===== src/rtl/video_pll_supervisor.sv =====
// rtl/video_pll_supervisor.sv - video PLL reset/lock bring-up sequencer with timeout retry and lock-loss recovery
// Optional lock-loss counter output enabled by defining VIDEO_PLL_LOSS_CNT_EN.
module video_pll_supervisor #(
  parameter int RST_HOLD_CYCLES = 64,
  parameter int LOCK_TIMEOUT    = 50000,
  parameter int STABLE_CYCLES   = 1024,
  parameter int MAX_RETRIES     = 3
) (
  input  logic        sys_clk,
  input  logic        sys_rst_n,
  input  logic        pll_lock,
  input  logic        relock_req,
  output logic        pll_rst,
  output logic        video_rst_n,
  output logic        lock_ok,
  output logic        pll_fail,
  output logic [3:0]  retry_cnt,
  output logic [2:0]  sup_state
`ifdef VIDEO_PLL_LOSS_CNT_EN
  ,
  output logic [15:0] loss_cnt
`endif
);

  localparam int MAX_AB  = (RST_HOLD_CYCLES > LOCK_TIMEOUT) ? RST_HOLD_CYCLES : LOCK_TIMEOUT;
  localparam int MAX_CNT = (MAX_AB > STABLE_CYCLES) ? MAX_AB : STABLE_CYCLES;
  localparam int CW      = $clog2(MAX_CNT + 1);

  localparam logic [CW-1:0] HOLD_END    = CW'(RST_HOLD_CYCLES - 1);
  localparam logic [CW-1:0] TIMEOUT_END = CW'(LOCK_TIMEOUT - 1);
  localparam logic [CW-1:0] STABLE_END  = CW'(STABLE_CYCLES - 1);
  localparam logic [3:0]    RETRY_MAX   = 4'(MAX_RETRIES);

  typedef enum logic [2:0] {
    S_HOLD   = 3'd0,
    S_WAIT   = 3'd1,
    S_STABLE = 3'd2,
    S_RUN    = 3'd3,
    S_FAIL   = 3'd4
  } state_t;

  state_t          state;
  state_t          state_n;
  logic [CW-1:0]   cnt;
  logic [CW-1:0]   cnt_n;
  logic [3:0]      retry_n;
  logic            lock_m;
  logic            lock_s;

  assign sup_state = state;

  always_comb begin
    state_n = state;
    retry_n = retry_cnt;
    if (relock_req) begin
      state_n = S_HOLD;
      retry_n = 4'd0;
    end else begin
      case (state)
        S_HOLD: begin
          if (cnt == HOLD_END) state_n = S_WAIT;
        end
        S_WAIT: begin
          if (lock_s) begin
            state_n = S_STABLE;
          end else if (cnt == TIMEOUT_END) begin
            if (retry_cnt < RETRY_MAX) begin
              retry_n = retry_cnt + 4'd1;
              state_n = S_HOLD;
            end else begin
              state_n = S_FAIL;
            end
          end
        end
        S_STABLE: begin
          // A dropout here is a glitch, so retries are not charged.
          if (!lock_s) begin
            state_n = S_WAIT;
          end else if (cnt == STABLE_END) begin
            state_n = S_RUN;
            retry_n = 4'd0;
          end
        end
        S_RUN: begin
          if (!lock_s) state_n = S_HOLD;
        end
        S_FAIL: begin
          state_n = S_FAIL;
        end
        default: begin
          state_n = S_HOLD;
        end
      endcase
    end
  end

  // RUN and FAIL have no terminal count, so the counter idles there instead of wrapping.
  always_comb begin
    cnt_n = cnt;
    if (relock_req || (state_n != state)) begin
      cnt_n = '0;
    end else if ((state != S_RUN) && (state != S_FAIL)) begin
      cnt_n = cnt + CW'(1);
    end
  end

  always_ff @(posedge sys_clk) begin
    if (!sys_rst_n) begin
      lock_m      <= 1'b0;
      lock_s      <= 1'b0;
      state       <= S_HOLD;
      cnt         <= '0;
      retry_cnt   <= 4'd0;
      pll_rst     <= 1'b1;
      video_rst_n <= 1'b0;
      lock_ok     <= 1'b0;
      pll_fail    <= 1'b0;
    end else begin
      lock_m      <= pll_lock;
      lock_s      <= lock_m;
      state       <= state_n;
      cnt         <= cnt_n;
      retry_cnt   <= retry_n;
      pll_rst     <= (state_n == S_HOLD) || (state_n == S_FAIL);
      video_rst_n <= (state_n == S_RUN);
      lock_ok     <= (state_n == S_RUN);
      pll_fail    <= (state_n == S_FAIL);
    end
  end

`ifdef VIDEO_PLL_LOSS_CNT_EN
  logic loss_evt;

  // Only genuine lock loss counts; a relock request in the same cycle takes precedence.
  assign loss_evt = (state == S_RUN) && !lock_s && !relock_req;

  always_ff @(posedge sys_clk) begin
    if (!sys_rst_n) begin
      loss_cnt <= 16'd0;
    end else if (loss_evt && (loss_cnt != 16'hFFFF)) begin
      loss_cnt <= loss_cnt + 16'd1;
    end
  end
`endif

endmodule


===== config.mk =====
export PLATFORM = sky130hd
export DESIGN_NAME = video_pll_supervisor
export DESIGN_NICKNAME = d
export VERILOG_FILES = /design/src/rtl/video_pll_supervisor.sv
export SDC_FILE = /design/constraint.sdc
export NUM_CORES = 1
export LEC_CHECK = 0
export ABC_AREA = 1
export BUFFER_PORTS_ARGS = -buffer_cell sky130_fd_sc_hd__buf_4
export CORE_UTILIZATION = 63
export CTS_BUF_LIST = sky130_fd_sc_hd__clkbuf_8 sky130_fd_sc_hd__clkbuf_16
export CTS_CLUSTER_SIZE = 10
export DETAILED_ROUTE_END_ITERATION = 6
export GPL_ROUTABILITY_DRIVEN = 0
export HOLD_SLACK_MARGIN = 0.15
export PLACE_DENSITY = 0.84
export SETUP_SLACK_MARGIN = 0.5
export SLEW_MARGIN = 20
export SYNTH_ARGS = -nofsm -noshare
export SYNTH_HDL_FRONTEND = slang
export SYNTH_SLANG_ARGS = --single-unit

===== constraint.sdc =====
create_clock -name sys_clk -period 3.6 [get_ports sys_clk]
set_input_delay 0.72 -clock sys_clk [delete_from_list [all_inputs] [get_ports sys_clk]]
set_output_delay 0.72 -clock sys_clk [all_outputs]
set_load 0.02 [all_outputs]

==> results of run 1 <==
-- kinds of logic after synthesis --
group,synth area share
simple gates,0.413
buf+inv,0.0944
flops,0.344
compound gates,0.0583
xor+xnor,0.0752
fa+ha+maj,0.0153
-- cell type report --
class                   count  area [um^2]  share of cell area
flip-flops and latches     28          561               0.312
clock buffers               4         55.1              0.0306
inverters                  33          124              0.0689
repair buffers             14          105              0.0585
multi-input cells         160          916               0.509
well taps                  30         37.5              0.0209
-- final timing paths --
check | start | to | slack (ns)
worst max-delay path | cnt[0]$_SDFFE_PP0P_ | cnt[10]$_SDFFE_PP0P_ | 1.75
worst min-delay path | lock_m$_SDFF_PN0_ | lock_s$_SDFF_PN0_ | 0.43
worst max register to register | cnt[0]$_SDFFE_PP0P_ | cnt[10]$_SDFFE_PP0P_ | 1.75
worst min register to register | lock_m$_SDFF_PN0_ | lock_s$_SDFF_PN0_ | 0.43
-- power breakdown --
| part | switching, mW | internal [mW] | total, mW |
|---|---|---|---|
| clock network | 0.0974 | 0.0980 | 0.195 |
| logic | 0.0109 | 0.00572 | 0.0166 |
| registers | 0.00174 | 0.312 | 0.313 |
| total | 0.110 | 0.415 | 0.525 |
-- worst max-delay path, delay by kind of cell (launching register included) --
family	cells	cell delay (ns)
AOI/OAI and AO/OA	1	0.14
adders and majority gates	1	0.22
DFF	1	0.38
and+or+nand+nor	8	1.00
-- sequential cells by signal, indices dropped and copies added (netlist names) --
name / cells
lock_ok: 1
lock_m: 1
cnt: 16
sup_state: 3
retry_cnt: 4
pll_rst: 1
lock_s: 1
pll_fail: 1
-- cell usage in the layout (no fill, tap or decap), drive strengths merged --
cell     instances
xnor2            4
a211oi           2
o21bai           1
clkbuf           4
nand3           12
nand4            6
xor2            10
nor3            19
nor2            43
buf             14
a21oi            6
inv             33
dfxtp           28
o2111ai          1
o21ai            6
or3              1
ha               2
nand2           47
-- layer usage --
metal / track usage / wire, um
met1: 0.364 / 1580
met3: 0.0431 / 113
met5: 0 / 0
met4: 0.0789 / 46
met2: 0.411 / 1390
==> reports/metrics.json, run 1 <==
{
  "run_status": {"value": "finished, final reports clean"},
  "worst_hold_slack": {"value": 0.427, "unit": "ns"},
  "fin_nets": {"value": 246},
  "finalWorstPathRequiredPeriod": {"value": 1.85, "unit": "ns"},
  "cts_inserted_buffers": {"value": 3},
  "detailedPlacementHpwl": {"value": 2250, "unit": "um"},
  "critPathKind": {"value": "flip-flop to flip-flop"},
  "worstPathArrival": {"value": 2.01, "unit": "ns"},
  "max_stage_delay": {"value": 0.38, "unit": "ns"},
  "cts_tree": {"value": "done"},
  "syn_nets": {"value": 230},
  "seq_area_frac_synth": {"value": 0.344},
  "synth-edff-count": {"value": 0},
  "drc_violation_count_after_routing": {"value": 0},
  "grt_setup_unrepaired": {"value": "false"},
  "post_cts_resized": {"value": 0},
  "synth.ff_latch_count": {"value": 28},
  "dominantRegCellSynth": {"value": "sky130_fd_sc_hd__dfxtp_1"},
  "syn_area_per_cell": {"value": 7.28, "unit": "um^2"},
  "layout_setup_ws": {"value": 1.75, "unit": "ns"},
  "h-tree-depth": {"value": 1},
  "hold-path-cell-count": {"value": 2},
  "clock_skew": {"value": 0.00265, "unit": "ns"},
  "first_global_vias": {"value": 1225},
  "netlist_top_cells_count": {"value": "sky130_fd_sc_hd__nand2_1, sky130_fd_sc_hd__nor2_1, sky130_fd_sc_hd__dfxtp_1"},
  "power.static_leakage": {"value": 0.742, "unit": "nW"},
  "worst_skew_pair.late_latency": {"value": 0.27, "unit": "ns"},
  "grt.overflow.total": {"value": 0},
  "die-area": {"value": 0.00280, "unit": "mm^2"},
  "dp.cells": {"value": 265},
  "report.power.total": {"value": 0.525, "unit": "mW"},
  "worst_path_cell_chain": {"value": "ha_1 -> nand3_1 -> nor2_2 -> nand2_2 -> o21ai_1 -> nand2_1 -> nand2_1 -> nand2_1 -> nand2_4 -> nor3_1"},
  "drive_above_1_share": {"value": 0.230},
  "diodes": {"value": 0},
  "critical_path.most_common_cell": {"value": "sky130_fd_sc_hd__nand2_1"},
  "post_layout_nonfiller_instances": {"value": 269},
  "cts_hold_buf": {"value": 0},
  "timing.critical_path.to_type": {"value": "flip-flop"},
  "final_setup_violation_count": {"value": 0},
  "routedWlPerCell": {"value": 11.7, "unit": "um"},
  "drt_first_iter_violations": {"value": 36},
  "cap_viol_max_count": {"value": 0},
  "async_flop_share": {"value": 0},
  "num_vias": {"value": 1425},
  "fraction_of_the_core_area_covered_by_cells_at_the_end_of_the_flow": {"value": 0.732},
  "postCtsSetupRepairBufs": {"value": 0},
  "final_design_area_no_fill": {"value": 0.00180, "unit": "mm^2"},
  "grt_pass1_wl": {"value": 5310, "unit": "um"},
  "final_antenna_net_count": {"value": 0},
  "clkTransAtPathRegs": {"value": 0.09, "unit": "ns"},
  "max_slew_violation_count": {"value": 0},
  "yosys.area.top_type": {"value": "sky130_fd_sc_hd__dfxtp_1"},
  "synth_area_leaders": {"value": "sky130_fd_sc_hd__dfxtp_1, sky130_fd_sc_hd__nand2_1, sky130_fd_sc_hd__nor2_1, sky130_fd_sc_hd__inv_1, sky130_fd_sc_hd__nor3_2"},
  "synth_top_area_share": {"value": 0.344},
  "timing.final.crit_share": {"value": 0.513},
  "totalNegativeSetupSlack": {"value": 0, "unit": "ns"},
  "ys.warnings.count": {"value": 0},
  "worst_setup_start_kind": {"value": "flip-flop"},
  "netlist_instances": {"value": 224},
  "clock_root_buffer": {"value": "sky130_fd_sc_hd__clkbuf_8"},
  "start_util": {"value": 0.664},
  "n_fill_cell": {"value": 202},
  "port_buffers": {"value": 14},
  "core_box_area": {"value": 0.00245, "unit": "mm^2"},
  "worstMarginPinSlew": {"value": 0.288, "unit": "ns"},
  "pre_cts_ws": {"value": 1.67, "unit": "ns"},
  "die-height": {"value": 52.9, "unit": "um"},
  "vias_per_cell": {"value": 5.30},
  "min_path_type": {"value": "flip-flop to flip-flop"},
  "synthToLayoutAreaGrowth": {"value": 10.3, "unit": "%"},
  "maxClockFrequency": {"value": 542, "unit": "MHz"},
  "cts.path.max_buffers": {"value": 2},
  "yosysUniqueCellTypes": {"value": 28},
  "top_level_ports": {"value": 15},
  "placement_stage_cell_area": {"value": 0.00174, "unit": "mm^2"},
  "gr-usage-all-layers": {"value": 0.262},
  "grt_max_degree": {"value": 17},
  "rr_worst_depth": {"value": 10},
  "critical-path-slowest-cell": {"value": "sky130_fd_sc_hd__dfxtp_1"},
  "dieWidth": {"value": 52.9, "unit": "um"},
  "critical_path_peak_fanout": {"value": 16},
  "synthesized_cell_area": {"value": 0.00163, "unit": "mm^2"},
  "grt_antenna_before_repair": {"value": 0},
  "worst_ep_required_time": {"value": 3.77, "unit": "ns"},
  "fp-row-count": {"value": 18},
  "wl": {"value": 3140, "unit": "um"},
  "maxSlewHeadroom": {"value": 0.807},
  "detail_route.first_pass.iterations": {"value": 4},
  "clkSinkCount": {"value": 28},
  "power_per_cell_area": {"value": 292, "unit": "mW/mm^2"},
  "irDropWorstVdd": {"value": 0.286, "unit": "mV"},
  "hold_viol_final": {"value": 0}
}
(Power assumes the default switching activity.)
==> run 2: changes to the inputs <==
--- a/config.mk
+++ b/config.mk
@@ -7,13 +7,13 @@
 export LEC_CHECK = 0
 export ABC_AREA = 1
 export BUFFER_PORTS_ARGS = -buffer_cell sky130_fd_sc_hd__buf_4
-export CORE_UTILIZATION = 63
+export CORE_UTILIZATION = 52
 export CTS_BUF_LIST = sky130_fd_sc_hd__clkbuf_8 sky130_fd_sc_hd__clkbuf_16
 export CTS_CLUSTER_SIZE = 10
 export DETAILED_ROUTE_END_ITERATION = 6
 export GPL_ROUTABILITY_DRIVEN = 0
 export HOLD_SLACK_MARGIN = 0.15
-export PLACE_DENSITY = 0.84
+export PLACE_DENSITY = 0.74
 export SETUP_SLACK_MARGIN = 0.5
 export SLEW_MARGIN = 20
 export SYNTH_ARGS = -nofsm -noshare
==> constraint.sdc (replaced) <==
create_clock -name sys_clk -period 1.6 [get_ports sys_clk]
set_input_delay 0.32 -clock sys_clk [delete_from_list [all_inputs] [get_ports sys_clk]]
set_output_delay 0.32 -clock sys_clk [all_outputs]
set_load 0.02 [all_outputs]
==> reports/metrics.json, run 2 (synthesis gave the netlist of run 1 again) <==
{
  "synthToLayoutAreaGrowth": {"value": 45.0, "unit": "%", "change": "was 10.3%"},
  "final_antenna_net_count": {"value": 0, "change": "unchanged"},
  "vias_per_cell": {"value": 5.54, "change": "was 5.30"},
  "totalNegativeSetupSlack": {"value": -0.857, "unit": "ns", "change": "was 0 ns"},
  "gr-usage-all-layers": {"value": 0.268, "change": "was 0.262"},
  "port_buffers": {"value": 14, "change": "unchanged"},
  "max_slew_violation_count": {"value": 0, "change": "unchanged"},
  "h-tree-depth": {"value": 1, "change": "unchanged"},
  "report.power.total": {"value": 1.21, "unit": "mW", "change": "was 0.525 mW"},
  "post_layout_nonfiller_instances": {"value": 305, "change": "was 269"},
  "pre_cts_ws": {"value": -0.000934, "unit": "ns", "change": "was 1.67 ns"},
  "worstPathArrival": {"value": 1.90, "unit": "ns", "change": "was 2.01 ns"},
  "detail_route.first_pass.iterations": {"value": 6, "change": "was 4"},
  "clkTransAtPathRegs": {"value": 0.10, "unit": "ns", "change": "was 0.09 ns"},
  "dp.cells": {"value": 285, "change": "was 265"},
  "layout.cells.most_common": {"value": "sky130_fd_sc_hd__buf_4"},
  "timing.final.crit_share": {"value": 1.05, "change": "was 0.513"},
  "die-area": {"value": 0.00336, "unit": "mm^2", "change": "was 0.00280 mm^2"},
  "drive_above_1_share": {"value": 0.471, "change": "was 0.230"},
  "critical-path-slowest-cell": {"value": "sky130_fd_sc_hd__dfxtp_2", "change": "was sky130_fd_sc_hd__dfxtp_1"},
  "max_flop_register": {"value": "cnt", "change": "unchanged"},
  "run_status": {"value": "finished, violations left", "change": "was finished, final reports clean"},
  "cp.depth": {"value": 12, "change": "was 10"},
  "grt.overflow.total": {"value": 0, "change": "unchanged"},
  "irDropWorstVdd": {"value": 0.494, "unit": "mV", "change": "was 0.286 mV"},
  "min_path_type": {"value": "input port to flip-flop", "change": "was flip-flop to flip-flop"},
  "hold_viol_final": {"value": 0, "change": "unchanged"},
  "worst_path_cell_chain": {"value": "buf_4 -> nor2_1 -> nand2_1 -> nor2_1 -> nand3_1 -> nand2_1 -> inv_1 -> nand2_2 -> nand2_4 -> nand2_8 -> nand2_8 -> nor3_2", "change": "was ha_1 -> nand3_1 -> nor2_2 -> nand2_2 -> o21ai_1 -> nand2_1 -> nand2_1 -> nand2_1 -> nand2_4 -> nor3_1"},
  "rr_worst_depth": {"value": 12, "change": "was 10"},
  "diodes": {"value": 0, "change": "unchanged"},
  "routedWlPerCell": {"value": 15.0, "unit": "um", "change": "was 11.7 um"},
  "maxClockFrequency": {"value": 594, "unit": "MHz", "change": "was 542 MHz"},
  "clock_skew": {"value": 0.00336, "unit": "ns", "change": "was 0.00265 ns"},
  "clock_root_buffer": {"value": "sky130_fd_sc_hd__clkbuf_8", "change": "unchanged"},
  "cts_inserted_buffers": {"value": 3, "change": "unchanged"},
  "critPathKind": {"value": "flip-flop to flip-flop", "change": "unchanged"},
  "met2RoutedLength": {"value": 2190, "unit": "um", "change": "was 1390 um"},
  "n_fill_cell": {"value": 168, "change": "was 202"},
  "worst_setup_start_kind": {"value": "flip-flop", "change": "unchanged"},
  "num_vias": {"value": 1690, "change": "was 1425"},
  "wl": {"value": 4580, "unit": "um", "change": "was 3140 um"},
  "failed_checks": {"value": "design-rule violations, negative setup slack"},
  "layout_common_cells": {"value": "sky130_fd_sc_hd__buf_4, sky130_fd_sc_hd__nand2_1, sky130_fd_sc_hd__nor2_1", "change": "was sky130_fd_sc_hd__nor2_1, sky130_fd_sc_hd__nand2_1, sky130_fd_sc_hd__dfxtp_1"},
  "cp_top_family": {"value": "simple AND/OR/NAND/NOR gates", "change": "unchanged"},
  "die-height": {"value": 58.0, "unit": "um", "change": "was 52.9 um"},
  "worst_skew_pair.late_latency": {"value": 0.28, "unit": "ns", "change": "was 0.27 ns"},
  "detailed_routed_wire_length_on_met3": {"value": 293, "unit": "um", "change": "was 113 um"},
  "drc_violation_count_after_routing": {"value": 1, "change": "was 0"},
  "top_signal_layer_used": {"value": "met4", "change": "unchanged"},
  "grt_antenna_before_repair": {"value": 0, "change": "unchanged"},
  "hold-path-cell-count": {"value": 3, "change": "was 2"},
  "detailedPlacementHpwl": {"value": 2590, "unit": "um", "change": "was 2250 um"},
  "critical_path_peak_fanout": {"value": 8, "change": "was 16"},
  "power_per_cell_area": {"value": 511, "unit": "mW/mm^2", "change": "was 292 mW/mm^2"},
  "fin_nets": {"value": 281, "change": "was 246"},
  "grt_max_degree": {"value": 16, "change": "was 17"},
  "core_box_area": {"value": 0.00285, "unit": "mm^2", "change": "was 0.00245 mm^2"},
  "regArea": {"value": 593, "unit": "um^2", "change": "was 561 um^2"},
  "final_setup_violation_count": {"value": 18, "change": "was 0"},
  "grt_setup_unrepaired": {"value": "true", "change": "was false"},
  "finalWorstPathRequiredPeriod": {"value": 1.68, "unit": "ns", "change": "was 1.85 ns"},
  "start_util": {"value": 0.571, "change": "was 0.664"},
  "cts.path.max_buffers": {"value": 2, "change": "unchanged"},
  "cap_viol_max_count": {"value": 0, "change": "unchanged"},
  "worst_ep_required_time": {"value": 1.81, "unit": "ns", "change": "was 3.77 ns"},
  "top_level_ports": {"value": 15, "change": "unchanged"},
  "worstMarginPinSlew": {"value": 0.323, "unit": "ns", "change": "was 0.288 ns"},
  "max_ffs_per_register": {"value": 16, "change": "unchanged"},
  "multi_input_comb_area": {"value": 0.00116, "unit": "mm^2", "change": "was 916 um^2"},
  "cts_tree": {"value": "done", "change": "unchanged"},
  "grt_pass1_wl": {"value": 6860, "unit": "um", "change": "was 5310 um"},
  "dieWidth": {"value": 58.0, "unit": "um", "change": "was 52.9 um"},
  "timing.critical_path.to_type": {"value": "flip-flop", "change": "unchanged"},
  "clkSinkCount": {"value": 28, "change": "unchanged"},
  "fraction_of_the_core_area_covered_by_cells_at_the_end_of_the_flow": {"value": 0.829, "change": "was 0.732"},
  "power.static_leakage": {"value": 0.972, "unit": "nW", "change": "was 0.742 nW"},
  "first_global_vias": {"value": 1518, "change": "was 1225"},
  "m1WireLength": {"value": 1950, "unit": "um", "change": "was 1580 um"},
  "drt_first_iter_violations": {"value": 105, "change": "was 36"},
  "layout_setup_ws": {"value": -0.0829, "unit": "ns", "change": "was 1.75 ns"},
  "fp-row-count": {"value": 19, "change": "was 18"},
  "maxSlewHeadroom": {"value": 0.782, "change": "was 0.807"},
  "cp_num_buf_inv": {"value": 2, "change": "was 0"},
  "max_stage_delay": {"value": 0.36, "unit": "ns", "change": "was 0.38 ns"}
}
run 2: worst register-to-register path, cell delays in order (launching register included):
cell                      delay (ns)
sky130_fd_sc_hd__dfxtp_2        0.36
sky130_fd_sc_hd__buf_4          0.14
sky130_fd_sc_hd__nor2_1         0.13
sky130_fd_sc_hd__nand2_1        0.10
sky130_fd_sc_hd__nor2_1         0.09
sky130_fd_sc_hd__nand3_1        0.09
sky130_fd_sc_hd__nand2_1        0.10
sky130_fd_sc_hd__inv_1          0.07
sky130_fd_sc_hd__nand2_2        0.11
sky130_fd_sc_hd__nand2_4        0.09
sky130_fd_sc_hd__nand2_8        0.10
sky130_fd_sc_hd__nand2_8        0.09
sky130_fd_sc_hd__nor3_2         0.15
run 2: through the flow:
stage | hold slack, ns | instance area, um^2
after floorplan | 0.390 | 1690
after global placement | 0.394 | 1940
after detailed placement | 0.401 | 1940
after CTS | 0.215 | 2240
after global routing | 0.219 | 2360
final | 0.216 | 2360
run 2: layout make-up:
cell class | instances | area share
sequential | 28 | 0.251
clock buffer | 4 | 0.0233
timing repair buffer | 47 | 0.164
inverter | 33 | 0.0535
multi-input combinational | 162 | 0.492
tap | 31 | 0.0164
run 2: power breakdown:
group,internal (mW),switching (mW)
logic,0.0282,0.0363
registers,0.692,0.00520
clock network,0.221,0.225
total,0.941,0.266
run 2: repair_timing:
action / in CTS / in global routing
setup buffers: 11 / 3
pin swaps: 4 / 13
gates resized for setup: 31 / 30
cloned: 2 / 0
endpoints found under the setup margin: 32 / 35
hold buffers: 0 / 0
run 2: per-layer routing:
| layer | GRT usage | vias up |
|---|---|---|
| met5 | 0 | - |
| met4 | 0.139 | 0 |
| met3 | 0.0424 | 15 |
| met2 | 0.422 | 75 |
| met1 | 0.354 | 778 |
| li1 | - | 822 |
run 2: final timing paths:
check	endpoint	start	slack, ns
min	lock_m$_SDFF_PN0_	pll_lock	0.22
max	cnt[7]$_SDFFE_PP0P_	cnt[6]$_SDFFE_PP0P_	-0.08
min reg2reg	lock_s$_SDFF_PN0_	lock_m$_SDFF_PN0_	0.42
max reg2reg	cnt[7]$_SDFFE_PP0P_	cnt[6]$_SDFFE_PP0P_	-0.08
==> run 3: changes to the inputs <==
--- a/config.mk
+++ b/config.mk
@@ -7,13 +7,15 @@
 export LEC_CHECK = 0
 export ABC_AREA = 1
 export BUFFER_PORTS_ARGS = -buffer_cell sky130_fd_sc_hd__buf_4
-export CORE_UTILIZATION = 52
+export CELL_PAD_IN_SITES_DETAIL_PLACEMENT = 1
+export CELL_PAD_IN_SITES_GLOBAL_PLACEMENT = 2
+export CORE_UTILIZATION = 30
 export CTS_BUF_LIST = sky130_fd_sc_hd__clkbuf_8 sky130_fd_sc_hd__clkbuf_16
 export CTS_CLUSTER_SIZE = 10
 export DETAILED_ROUTE_END_ITERATION = 6
 export GPL_ROUTABILITY_DRIVEN = 0
 export HOLD_SLACK_MARGIN = 0.15
-export PLACE_DENSITY = 0.74
+export PLACE_DENSITY_LB_ADDON = 0.1
 export SETUP_SLACK_MARGIN = 0.5
 export SLEW_MARGIN = 20
 export SYNTH_ARGS = -nofsm -noshare
==> reports/metrics.json, run 3 (synthesis gave the netlist of run 1 again) <==
{
  "drc_violation_count_after_routing": {"value": 0, "change": "was 1"},
  "final_antenna_net_count": {"value": 0, "change": "unchanged"},
  "h-tree-depth": {"value": 1, "change": "unchanged"},
  "die-height": {"value": 75.7, "unit": "um", "change": "was 58.0 um"},
  "clock_root_buffer": {"value": "sky130_fd_sc_hd__clkbuf_8", "change": "unchanged"},
  "drt_first_iter_violations": {"value": 55, "change": "was 105"},
  "timing.critical_path.to_type": {"value": "flip-flop", "change": "unchanged"},
  "grt.overflow.total": {"value": 0, "change": "unchanged"},
  "die-area": {"value": 0.00573, "unit": "mm^2", "change": "was 0.00336 mm^2"},
  "top_level_ports": {"value": 15, "change": "unchanged"},
  "pre_cts_ws": {"value": -0.0116, "unit": "ns", "change": "was -0.000934 ns"},
  "run_status": {"value": "finished, violations left", "change": "unchanged"},
  "final_setup_violation_count": {"value": 5, "change": "was 18"},
  "detail_route.first_pass.iterations": {"value": 4, "change": "was 6"},
  "grt_pass1_wl": {"value": 7820, "unit": "um", "change": "was 6860 um"},
  "max_stage_delay": {"value": 0.37, "unit": "ns", "change": "was 0.36 ns"},
  "hold-path-cell-count": {"value": 3, "change": "unchanged"},
  "power_per_cell_area": {"value": 502, "unit": "mW/mm^2", "change": "was 511 mW/mm^2"},
  "clkTransAtPathRegs": {"value": 0.11, "unit": "ns", "change": "was 0.10 ns"},
  "clkSinkCount": {"value": 28, "change": "unchanged"},
  "drive_above_1_share": {"value": 0.587, "change": "was 0.471"},
  "cts_inserted_buffers": {"value": 3, "change": "unchanged"},
  "cap_viol_max_count": {"value": 0, "change": "unchanged"},
  "timing.final.crit_share": {"value": 1.01, "change": "was 1.05"},
  "maxSlewHeadroom": {"value": 0.787, "change": "was 0.782"},
  "fin_nets": {"value": 295, "change": "was 281"},
  "cts_tree": {"value": "done", "change": "unchanged"},
  "worst_hold_slack": {"value": 0.207, "unit": "ns", "change": "was 0.216 ns"},
  "crit_path_start": {"value": "retry_cnt[0]$_SDFFE_PP0P_", "change": "was cnt[6]$_SDFFE_PP0P_"},
  "critical_path_peak_fanout": {"value": 8, "change": "unchanged"},
  "grt_antenna_before_repair": {"value": 0, "change": "unchanged"},
  "r2r_setup_slack": {"value": -0.02, "unit": "ns", "change": "was -0.08 ns"},
  "detailedPlacementHpwl": {"value": 3410, "unit": "um", "change": "was 2590 um"},
  "port_buffers": {"value": 14, "change": "unchanged"},
  "critPathKind": {"value": "flip-flop to flip-flop", "change": "unchanged"},
  "critical-path-slowest-cell": {"value": "sky130_fd_sc_hd__dfxtp_4", "change": "was sky130_fd_sc_hd__dfxtp_2"},
  "core_box_area": {"value": 0.00517, "unit": "mm^2", "change": "was 0.00285 mm^2"},
  "max_ffs_per_register": {"value": 16, "change": "unchanged"},
  "layout_setup_ws": {"value": -0.0152, "unit": "ns", "change": "was -0.0829 ns"},
  "vias_per_cell": {"value": 4.64, "change": "was 5.54"},
  "irDropWorstVdd": {"value": 0.277, "unit": "mV", "change": "was 0.494 mV"},
  "timing.hold.worst_endpoint": {"value": "lock_m$_SDFF_PN0_", "change": "unchanged"},
  "power.static_leakage": {"value": 1.08, "unit": "nW", "change": "was 0.972 nW"},
  "max_flop_register": {"value": "cnt", "change": "unchanged"},
  "clock_skew": {"value": 0.0139, "unit": "ns", "change": "was 0.00336 ns"},
  "timing.hold.worst.start": {"value": "pll_lock", "change": "unchanged"},
  "worst_setup_start_kind": {"value": "flip-flop", "change": "unchanged"},
  "cp_num_buf_inv": {"value": 0, "change": "was 2"},
  "worstMarginPinSlew": {"value": 0.316, "unit": "ns", "change": "was 0.323 ns"},
  "failed_checks": {"value": "negative setup slack", "change": "was design-rule violations, negative setup slack"},
  "cts.path.max_buffers": {"value": 2, "change": "unchanged"},
  "rr_worst_depth": {"value": 8, "change": "was 12"},
  "max_slew_violation_count": {"value": 0, "change": "unchanged"},
  "grt_setup_unrepaired": {"value": "true", "change": "unchanged"},
  "grt_max_degree": {"value": 17, "change": "was 16"},
  "start_util": {"value": 0.315, "change": "was 0.571"},
  "crit-reg2reg-launch": {"value": "retry_cnt[0]$_SDFFE_PP0P_", "change": "was cnt[6]$_SDFFE_PP0P_"},
  "dieWidth": {"value": 75.7, "unit": "um", "change": "was 58.0 um"},
  "worst_path_cell_chain": {"value": "ha_4 -> or3_4 -> o21ai_2 -> nand2_1 -> nand2_2 -> nand2_4 -> nand2_8 -> nor3_4", "change": "was buf_4 -> nor2_1 -> nand2_1 -> nor2_1 -> nand3_1 -> nand2_1 -> inv_1 -> nand2_2 -> nand2_4 -> nand2_8 -> nand2_8 -> nor3_2"},
  "layout_common_cells": {"value": "sky130_fd_sc_hd__buf_4, sky130_fd_sc_hd__nand2_1, sky130_fd_sc_hd__nor2_1", "change": "unchanged"},
  "regToRegEndpoint": {"value": "cnt[9]$_SDFFE_PP0P_", "change": "was cnt[7]$_SDFFE_PP0P_"},
  "wl": {"value": 5110, "unit": "um", "change": "was 4580 um"},
  "worstPathArrival": {"value": 1.78, "unit": "ns", "change": "was 1.90 ns"},
  "cp_top_family": {"value": "simple AND/OR/NAND/NOR gates", "change": "unchanged"},
  "routedWlPerCell": {"value": 14.3, "unit": "um", "change": "was 15.0 um"},
  "worst_skew_pair.late_latency": {"value": 0.29, "unit": "ns", "change": "was 0.28 ns"},
  "synthToLayoutAreaGrowth": {"value": 64.2, "unit": "%", "change": "was 45.0%"},
  "min_path_type": {"value": "input port to flip-flop", "change": "unchanged"},
  "worst_ep_required_time": {"value": 1.76, "unit": "ns", "change": "was 1.81 ns"},
  "finalWorstPathRequiredPeriod": {"value": 1.62, "unit": "ns", "change": "was 1.68 ns"},
  "first_global_vias": {"value": 1701, "change": "was 1518"},
  "diodes": {"value": 0, "change": "unchanged"},
  "num_vias": {"value": 1662, "change": "was 1690"},
  "maxClockFrequency": {"value": 619, "unit": "MHz", "change": "was 594 MHz"},
  "fp-row-count": {"value": 26, "change": "was 19"},
  "hold_viol_final": {"value": 0, "change": "unchanged"},
  "gr-usage-all-layers": {"value": 0.186, "change": "was 0.268"},
  "layout.cells.most_common": {"value": "sky130_fd_sc_hd__buf_4", "change": "unchanged"}
}
-- run 3: power breakdown --
part,internal [mW],switching [mW]
Combinational,0.0283,0.0380
Sequential,0.695,0.00498
Clock,0.336,0.242
-- run 3: stage by stage --
step           area, um^2  cells  TNS, ns  utilization  total power [mW]
2_1_floorplan        1690    224        0            -             0.749
3_3_place_gp         2110    340        0        0.408             0.769
3_5_place_dp         2110    340  -0.0432        0.408             0.770
4_1_cts              2420    352        0        0.468              1.36
5_1_grt              2680    358    -1.42        0.518              1.40
6_report             2680    358  -0.0348        0.518              1.34
-- run 3: worst min-delay path, cell delays in order --
cell                      delay, ns
sky130_fd_sc_hd__buf_4         0.08
sky130_fd_sc_hd__nand2_1       0.04
sky130_fd_sc_hd__inv_1         0.04
-- run 3: how the worst max path moves through the flow --
stage | to | slack (ns) | depth (start not counted)
2_1_floorplan | cnt[0]$_SDFFE_PP0P_ | 0.07 | 9
3_3_place_gp | cnt[11]$_SDFFE_PP0P_ | 0.02 | 9
3_5_place_dp | cnt[11]$_SDFFE_PP0P_ | -0.01 | 10
4_1_cts | cnt[14]$_SDFFE_PP0P_ | 0.03 | 11
5_1_grt | cnt[7]$_SDFFE_PP0P_ | -0.13 | 11
6_report | cnt[9]$_SDFFE_PP0P_ | -0.02 | 8
-- run 3: what timing repair did --
| action | CTS | global route |
|---|---|---|
| endpoints found under the setup margin | 34 | 37 |
| gates cloned | 2 | 0 |
| gates resized for setup | 40 | 63 |
| hold buffers | 0 | 0 |
| buffers inserted | 6 | 6 |
| pin swaps | 6 | 29 |
| hold endpoints to repair | 0 | 0 |
-- run 3: metal layers --
| metal | share of wire | track usage |
|---|---|---|
| met1 | 0.46 | 0.246 |
| met2 | 0.50 | 0.321 |
| met3 | 0.024 | 0.0198 |
| met4 | 0.014 | 0.0494 |
| met5 | 0 | 0 |
-- run 3: layout make-up --
class                   instances  area (um^2)
multi-input cells             162         1260
flip-flops and latches         28          601
clock buffers                   3         41.3
inverters                      33          129
fillers                       612         2490
repair buffers                 61          526
clock inverters                 1         30.0
well taps                      70         87.6
